==> config.mk <==
export PLATFORM = sky130hd
export DESIGN_NAME = relu_pool
export DESIGN_NICKNAME = d
export VERILOG_FILES = /design/src/rtl/relu_pool.sv
export SDC_FILE = /design/constraint.sdc
export NUM_CORES = 1
export LEC_CHECK = 0
export ABC_AREA = 1
export CORE_UTILIZATION = 49
export CTS_CLUSTER_DIAMETER = 200
export DETAILED_ROUTE_END_ITERATION = 6
export DONT_BUFFER_PORTS = 1
export PLACE_DENSITY_LB_ADDON = 0.3
export SYNTH_ARGS = -nofsm -noshare
export SYNTH_HDL_FRONTEND = slang
export SYNTH_SLANG_ARGS = --single-unit
==> constraint.sdc <==
create_clock -name clk -period 7.1 [get_ports clk]
set_input_delay 1.42 -clock clk [delete_from_list [all_inputs] [get_ports clk]]
set_output_delay 1.42 -clock clk [all_outputs]
set_load 0.05 [all_outputs]
==> src/rtl/relu_pool.sv <==
// relu_pool: per-lane ReLU followed by 2x2/stride-2 max pooling over a raster pixel stream.
// Optional feature macro: RELU_CLIP_EN (clamp each lane to CLIP_MAX after ReLU).
module relu_pool #(
    parameter int                DATA_W   = 16,
    parameter int                LANES    = 4,
    parameter int                COLS     = 8,
    parameter int                ROWS     = 8,
    parameter logic [DATA_W-1:0] CLIP_MAX = 16'h7FFF
) (
    input  logic                      clk,
    input  logic                      rst_n,
    input  logic                      start,
    input  logic                      in_valid,
    output logic                      in_ready,
    input  logic [DATA_W*LANES-1:0]   in_data,
    output logic                      out_valid,
    input  logic                      out_ready,
    output logic [DATA_W*LANES-1:0]   out_data,
    output logic [15:0]               out_addr,
    output logic                      busy,
    output logic                      done
);

    localparam int WORD_W = DATA_W * LANES;
    localparam int COL_W  = (COLS > 2) ? $clog2(COLS) : 1;
    localparam int ROW_W  = (ROWS > 2) ? $clog2(ROWS) : 1;
    localparam int LB_D   = COLS / 2;
    localparam int LB_AW  = (LB_D > 1) ? $clog2(LB_D) : 1;
    localparam logic [COL_W-1:0] COL_MAX = COL_W'(COLS - 1);
    localparam logic [ROW_W-1:0] ROW_MAX = ROW_W'(ROWS - 1);

    // A negative clip bound is meaningless after ReLU, so it is rejected with the odd sizes.
    generate
        if ((COLS % 2) != 0 || COLS < 2 || (ROWS % 2) != 0 || ROWS < 2 || CLIP_MAX[DATA_W-1]) begin : g_bad_cfg
            $error("relu_pool: COLS/ROWS must be even and >= 2, CLIP_MAX must be non-negative");
        end
    endgenerate

    typedef enum logic [1:0] {
        S_IDLE  = 2'd0,
        S_RUN   = 2'd1,
        S_FLUSH = 2'd2
    } state_t;

    function automatic logic [DATA_W-1:0] relu_lane(input logic [DATA_W-1:0] x);
        logic [DATA_W-1:0] r;
        if (x[DATA_W-1]) r = {DATA_W{1'b0}};
        else             r = x;
`ifdef RELU_CLIP_EN
        if (r > CLIP_MAX) r = CLIP_MAX;
        else              r = r;
`endif
        return r;
    endfunction

    function automatic logic [DATA_W-1:0] max_lane(input logic [DATA_W-1:0] a,
                                                   input logic [DATA_W-1:0] b);
        return ($signed(a) > $signed(b)) ? a : b;
    endfunction

    state_t              state_r;
    logic [COL_W-1:0]    col_r;
    logic [ROW_W-1:0]    row_r;
    logic [WORD_W-1:0]   h_r;
    logic [WORD_W-1:0]   lbuf_r [LB_D];
    logic                out_valid_r;
    logic [WORD_W-1:0]   out_data_r;
    logic [15:0]         out_addr_r;
    logic                busy_r;
    logic                done_r;

    logic [WORD_W-1:0]   relu_s;
    logic [WORD_W-1:0]   hmax_s;
    logic [WORD_W-1:0]   pooled_s;
    logic [LB_AW-1:0]    lb_idx_s;
    logic                in_ready_s;
    logic                in_fire_s;
    logic                out_fire_s;

    // Input is held off only while a pooled word is stuck in the output register.
    always_comb begin
        in_ready_s = (state_r == S_RUN) && !(out_valid_r && !out_ready);
        in_fire_s  = in_valid && in_ready_s;
        out_fire_s = out_valid_r && out_ready;
        lb_idx_s   = LB_AW'(col_r >> 1);
    end

    // Lane-wise ReLU, horizontal max and vertical max against the line buffer.
    always_comb begin
        relu_s   = {WORD_W{1'b0}};
        hmax_s   = {WORD_W{1'b0}};
        pooled_s = {WORD_W{1'b0}};
        for (int l = 0; l < LANES; l++) begin
            relu_s[l*DATA_W +: DATA_W]   = relu_lane(in_data[l*DATA_W +: DATA_W]);
            hmax_s[l*DATA_W +: DATA_W]   = max_lane(h_r[l*DATA_W +: DATA_W],
                                                    relu_s[l*DATA_W +: DATA_W]);
            pooled_s[l*DATA_W +: DATA_W] = max_lane(lbuf_r[lb_idx_s][l*DATA_W +: DATA_W],
                                                    hmax_s[l*DATA_W +: DATA_W]);
        end
    end

    // Control FSM, raster counters, line buffer and the single-entry output register.
    always_ff @(posedge clk) begin
        if (!rst_n) begin
            state_r     <= S_IDLE;
            col_r       <= {COL_W{1'b0}};
            row_r       <= {ROW_W{1'b0}};
            h_r         <= {WORD_W{1'b0}};
            out_valid_r <= 1'b0;
            out_data_r  <= {WORD_W{1'b0}};
            out_addr_r  <= 16'd0;
            busy_r      <= 1'b0;
            done_r      <= 1'b0;
            for (int i = 0; i < LB_D; i++) begin
                lbuf_r[i] <= {WORD_W{1'b0}};
            end
        end else begin
            done_r <= 1'b0;
            case (state_r)
                S_IDLE: begin
                    if (start) begin
                        state_r    <= S_RUN;
                        busy_r     <= 1'b1;
                        col_r      <= {COL_W{1'b0}};
                        row_r      <= {ROW_W{1'b0}};
                        out_addr_r <= 16'd0;
                    end
                end
                S_RUN: begin
                    if (out_fire_s) begin
                        out_valid_r <= 1'b0;
                        out_addr_r  <= out_addr_r + 16'd1;
                    end
                    if (in_fire_s) begin
                        if (!col_r[0]) begin
                            h_r <= relu_s;
                        end else if (!row_r[0]) begin
                            lbuf_r[lb_idx_s] <= hmax_s;
                        end else begin
                            out_valid_r <= 1'b1;
                            out_data_r  <= pooled_s;
                        end
                        if (col_r == COL_MAX) begin
                            col_r <= {COL_W{1'b0}};
                            if (row_r == ROW_MAX) begin
                                row_r   <= {ROW_W{1'b0}};
                                state_r <= S_FLUSH;
                            end else begin
                                row_r <= row_r + ROW_W'(1);
                            end
                        end else begin
                            col_r <= col_r + COL_W'(1);
                        end
                    end
                end
                S_FLUSH: begin
                    if (out_fire_s) begin
                        out_valid_r <= 1'b0;
                        out_addr_r  <= out_addr_r + 16'd1;
                        state_r     <= S_IDLE;
                        busy_r      <= 1'b0;
                        done_r      <= 1'b1;
                    end
                end
                default: begin
                    state_r     <= S_IDLE;
                    out_valid_r <= 1'b0;
                    busy_r      <= 1'b0;
                end
            endcase
        end
    end

    assign in_ready  = in_ready_s;
    assign out_valid = out_valid_r;
    assign out_data  = out_data_r;
    assign out_addr  = out_addr_r;
    assign busy      = busy_r;
    assign done      = done_r;

endmodule

==> results.md, run 1 <==
- Outcome: finished clean
- Slew headroom: 28.7%
- Setup violators final: 0
- Max-cap check violation count: 0
- Setup TNS: 0 ns
- Synth Warn #: 0
- Peak supply drop: between 150 and 200 uV
- Core area: 40700 um2
- Synth Area in Adders: 7.68%
- Routed WL per cell: roughly 18 um
- Share of layout cells above drive strength 1: under 10%
- R2r setup slk: between 2 and 2.5 ns
- Area share of and/or/nand/nor cells after synthesis: a little under a quarter
- DR DRC count: 0
- Pleak: ~0.0087 uW
- Min-delay worst type: register to register
- Synth async-reset ratio: 0%
- Largest net degree at the start of global routing: 81
- Pwr Density: 401 nW/um2
- Final wirelength: 50800 um
- Die H: between 200 and 250 um
- Req. time, crit path: about 7.5 ns
- Synth Flop Type: edfxtp_1
- Max Slew Vio Count: 0
- Kind of cell adding the most delay to the critical path: simple AND/OR/NAND/NOR gates
- FMAX: ~0.18 GHz
- Vias/cell: 5.70
- Avg Cell Area, Syn: between 8 and 9 um2
- Overflow after GRT: 0
- Aggregate global-route resource usage: 24.1%
- Hpwl dp: around 32000 um
- Area grow syn2layout: 8.18%
- Hold Vio Cnt, Final: 0
- Initial antenna violation count: 0
- Starting Density: between 40% and 50%
- Antenna Nets Post-Route: 0
- DR vias: 16000
- Die Area: between 40000 and 50000 um2
- Global-route wire length before repair: 80300 um
- Post-synth EDFFs: 240
- Post-synthesis compound-gate area fraction: around 14%
- Multiplexer share of the synthesized area: 0%
- Setup repair bufs after CTS: 0
- N_diodes: 0
- Die X: a little over 200 um
- Arrival @ worst endpoint: just under 6 ns
- Final Skew: ~0.014 ns
- Crit. End Element: register
- Sinks on Clock Net: approximately 390
- Pwr Total: just under 9000 uW
- CP Buf/Inv Count: 1
- CTS tree: built
- Synth unique cells: 47
- Min Tclk post-route: between 5 and 6 ns
- Max FO, Critical Path: 29
- Fin crit share: between 70% and 80%
- Slowest stage cell, crit path: o21ai_1
- Setup repair after global routing missed its margin: false
- Port Buffers: 0
- Layout Utilization: 53.7%
- Largest family of logic cells by synthesized area: simple AND/OR/NAND/NOR gates
- H-Tree Depth: 2
- Vias in the first global route: about 15000
- Kind of critical path: input pin to register
- Resize count post-CTS: 0
- Cell count after synthesis: approximately 2300
- Hold Buf Count CTS: 0
- Worst-path clk slew: roughly 0.060 ns
- Skew-Pair Late Insertion Delay: about 0.57 ns
- DRT iter0 DRCs: approximately 1200
- Post-synthesis cell area: roughly 20000 um2
- Register area share after synthesis: around 50%
- Root Buffer Master: clkbuf_16
- Worst-case clock buffer depth: 3
- Core Rows: 74
- Worst Tran Pin Value: roughly 1.1 ns
- Layout Nets: around 2400
- CP max stage delay: approximately 0.69 ns
- Cells along the critical path: inv_1, nand2_1, ha_1, nand2_1, nor4_1, nand2_1, nand2_1, nand2_1, o21ai_1, ha_1, a21oi_1, o21ai_0, a32o_1, a211oi_1, nand2_4, nand2_4, nand2_1, nand3_1, a21oi_1
- IO Pins: around 150
- Cts bufs inserted: 44
- Post-synthesis register bit count: 389
- DR pass1 iterations: 5
- Most common cell on crit path: nand2_1
- Worst setup SP type: input pin
- Routability-driven placement congestion ratio: slightly below 0.9
- Synth Area in XOR/XNOR: 0%
cell usage in the layout (no fill, tap or decap), types with 55 or more instances in the layout:
cell type  netlist  final
nand3_1        115    115
nand2_1        493    487
nor2_1         309    308
edfxtp_1       240    240
o21ai_0        111    111
dfxtp_1        149    148
o21ai_1         55     55
a21oi_1        207    207
inv_1          126    125
ha_1           124    124
where the power goes:
group	switching [uW]	total [uW]	internal (uW)
clock network	913	2220	1310
logic	2660	3840	1180
registers	157	2700	2550
total	3730	8760	5030
cell usage after synthesis, types with 7 or more instances:
| master | number | area (um2) |
|---|---|---|
| a211oi_1 | 14 | 105 |
| a21oi_1 | 207 | 1040 |
| a21oi_2 | 21 | 184 |
| a32oi_1 | 42 | 368 |
| buf_2 | 25 | 125 |
| clkbuf_1 | 96 | 360 |
| dfxtp_1 | 149 | 2980 |
| edfxtp_1 | 240 | 7210 |
| ha_1 | 124 | 1550 |
| inv_1 | 126 | 473 |
| nand2_1 | 493 | 1850 |
| nand2_2 | 33 | 206 |
| nand2_4 | 7 | 78.8 |
| nand3_1 | 115 | 576 |
| nand3_2 | 20 | 200 |
| nand3b_1 | 16 | 120 |
| nand4_1 | 21 | 131 |
| nor2_1 | 309 | 1160 |
| nor3_1 | 21 | 105 |
| o21ai_0 | 111 | 556 |
| o21ai_1 | 55 | 275 |
| o22ai_1 | 13 | 81.3 |
logic make-up (layout without fill, tap and decap cells):
family / Yosys count / in the layout
adder cells (fa/ha/maj): 124 / 124
AND/OR/NAND/NOR: 1053 / 1053
other: 1 / 4
buffers and inverters: 269 / 231
AO/OA/AOI/OAI: 479 / 479
flip-flops: 389 / 389
sequential cells by signal (all words and copies together) (netlist names), named ones only:
name and cells:
out_data 60, out_valid 1, row_r 3, busy 1, state_r 2, col_r 3
lbuf_r 240, h_r 60, done 1, out_addr 16
worst register-to-register path, delay by kind of cell, from the launching register on:
kind | cells | cell delay [ns]
adders and majority gates | 1 | 0.32
DFF | 1 | 0.32
and+or+nand+nor | 7 | 2.65
buffers and inverters | 6 | 1.21
routing by layer:
layer	track usage, %	part of all wire (%)	vias to the layer above
met1	31.5	44	7642
met3	3.58	5.5	80
li1	-	-	7852
met5	0	0	-
met2	40.4	48	449
met4	8.99	2.8	0
layout make-up:
cell class | count | area [um2]
clock buffer | 57 | 1170
clock inverter | 22 | 206
multi-input combinational | 1660 | 8960
tap | 532 | 666
fill | 3664 | 18900
sequential | 389 | 10200
inverter | 133 | 503
timing repair buffer | 19 | 155
path summary, 6_finish.rpt:
path,cells after the start,endpoint,from
worst max-delay path,19,out_data[55],in_data[63]
worst min-delay path,2,row_r[2],row_r[2]
worst min register to register,2,row_r[2],row_r[2]
worst max register to register,14,lbuf_r[1][46],state_r[1]
metrics by stage:
| step | std cells | area (um2) | hold WS [ns] | setup WS, ns |
|---|---|---|---|---|
| after floorplan | 2318 | 20200 | 0.448 | 1.36 |
| after global placement | 2733 | 20500 | 0.458 | 1.28 |
| after detailed placement | 2733 | 20500 | 0.465 | 1.08 |
| after CTS | 2812 | 21900 | 0.474 | 1.67 |
| after global routing | 2812 | 21900 | 0.517 | 1.13 |
| final | 2812 | 21900 | 0.476 | 1.56 |
Power figures use the tool's default switching activity.
==> run 2: changes to the inputs <==
clock period = 4.8 ns   (was 7.1 ns; I/O delays follow)
==> run 2 against run 1 <==
  * Critical path depth increased by 1
  * Critical endpoint is now out_data[56]
  * Die area unchanged
  * Clock skew decreased by 0.0017 ns
==> results.md, run 2 (synthesis gave the netlist of run 1 again) <==
- Area grow syn2layout: 11.3%
- Worst-case clock buffer depth: 3
- FMAX: around 0.23 GHz
- Vias in the first global route: ~15000
- Core Rows: 74
- Req. time, crit path: ~5.2 ns
- Routed WL per cell: 17.9 um
- Most flop-heavy register: lbuf_r
- CP max stage delay: ~0.35 ns
- Post-Layout Cell Count: approximately 2900
- Pwr Density: 608 nW/um2
- Pleak: between 0.009 and 0.01 uW
- H-Tree Depth: 2
- DR vias: 16300
- Most frequent cells in the layout: 487 x nand2_1, 308 x nor2_1, 240 x edfxtp_1
- Reg2reg start: h_r[2]
- Max-cap check violation count: 0
- Setup violators final: 0
- Arrival @ worst endpoint: roughly 4.7 ns
- Die X: 205 um
- Skew-Pair Late Insertion Delay: 0.56 ns
- Crit. End Element: register
- R2R cell count: 19
- Placed insts: 2794
- Aggregate global-route resource usage: about a quarter
- IO Pins: around 150
- Min Tclk post-route: between 4 and 5 ns
- Kind of critical path: input pin to register
- Die Area: 42100 um2
- Core area: between 40000 and 50000 um2
- DR pass1 iterations: 7
- R2R Path End: out_data[0]
- Routability-driven placement congestion ratio: just over 0.9
- Cts bufs inserted: 44
- Cells along the critical path: inv_1, nand2_1, ha_1, nand2_1, nor4_1, nand2_1, nand2_1, nand2_1, buf_12, o21ai_1, ha_1, a21oi_1, o21ai_0, a32o_1, a211oi_1, nand2_4, nand2_4, nand2_1, nand3_1, a21oi_1
- Outcome: finished clean
- Setup repair bufs after CTS: 0
- Largest net degree at the start of global routing: between 100 and 150
- Number of flip-flops under the largest register name: between 200 and 250
- Sinks on Clock Net: 389
- Final wirelength: 51300 um
- Worst setup startpoint: in_data[63]
- Worst Setup EP: out_data[56]
- Hold Vio Cnt, Final: 0
- Global-route wire length before repair: 81000 um
- Hpwl dp: 32800 um
- Worst setup SP type: input pin
- DRT iter0 DRCs: 1265
- Port Buffers: 0
- Min-delay worst type: register to register
- Final Skew: about 0.013 ns
- Starting Density: around 50%
- Max Slew Vio Count: 0
- Most common cell on crit path: nand2_1
- Fin crit share: between 80% and 90%
- N_diodes: 0
- Share of layout cells above drive strength 1: between 10% and 20%
- Hold Buf Count CTS: 0
- Slowest stage cell, crit path: inv_1
- Layout Nets: between 2000 and 3000
- Vias/cell: around 5.7
- Worst-path clk slew: 0.06 ns
- Max FO, Critical Path: 29
- Overflow after GRT: 0
- Worst Tran Pin Value: ~1.0 ns
- Initial antenna violation count: 0
- Peak supply drop: 448 uV
- R2r setup slk: 1.15 ns
- Root Buffer Master: clkbuf_16
- Die H: between 200 and 250 um
- Antenna Nets Post-Route: 0
- DR DRC count: 0
- Hold slack: approximately 0.48 ns
- Slew headroom: 31.6%
- CTS tree: built
- Commonest non-fill, non-tap cell in the layout: nand2_1
- Setup repair after global routing missed its margin: false
- Resize count post-CTS: 0
==> run 2: changes by cell type in the layout (fill, tap and decap cells not counted), sizes merged <==
cell and change:
buf +61, bufinv +2, clkinv -2, clkbuf +1
==> run 2: worst max-delay path, delay by kind of cell <==
| kind | cells | cell delay, ns |
|---|---|---|
| buf+inv | 2 | 0.52 |
| compound gates | 6 | 1.13 |
| simple gates | 10 | 1.43 |
| fa+ha+maj | 2 | 0.64 |
==> run 2: how the worst min path moves through the flow <==
stage | slack, ns | end | start | depth (start not counted)
floorplan | 0.45 | row_r[1] | row_r[1] | 2
global placement | 0.46 | row_r[1] | row_r[1] | 2
detailed placement | 0.47 | row_r[1] | row_r[1] | 2
CTS | 0.48 | row_r[1] | row_r[1] | 2
global route | 0.49 | row_r[1] | row_r[1] | 2
finish | 0.48 | row_r[1] | row_r[1] | 2
==> run 2: final cells by class <==
cell class / count / area [um2]
timing repair buffer: 80 / 688
sequential: 389 / 10200
clock inverter: 22 / 264
tap: 532 / 666
fill: 3676 / 18300
multi-input combinational: 1660 / 8960
inverter: 133 / 502
clock buffer: 58 / 1210
==> run 2: layer usage <==
| layer | wire length (um) | GRT usage [%] |
|---|---|---|
| met4 | 1190 | 8.17 |
| met1 | 22400 | 31.5 |
| met5 | 0 | 0 |
| met3 | 3070 | 3.90 |
| met2 | 24700 | 41.4 |
==> run 2: through the flow <==
step                instance area (um2)  utilization [%]  TNS (ns)  setup slack [ns]  power (uW)
CTS                               22500             55.2         0             0.549       13700
floorplan                         20200                -         0             0.143        8570
global placement                  21000             51.6         0             0.101       10000
finish                            22500             55.2         0             0.501       13700
global route                      22500             55.2         0            0.0924       14700
detailed placement                21000             51.6  -0.00723          -0.00723       10200
==> run 2: power breakdown <==
| part | switching, uW | internal [uW] | total (uW) | leakage [uW] |
|---|---|---|---|---|
| clock network | 1350 | 2090 | 3440 | 0.000715 |
| logic | 4120 | 2110 | 6240 | 0.00464 |
| registers | 232 | 3770 | 4000 | 0.00369 |
| total | 5700 | 7970 | 13700 | 0.00904 |
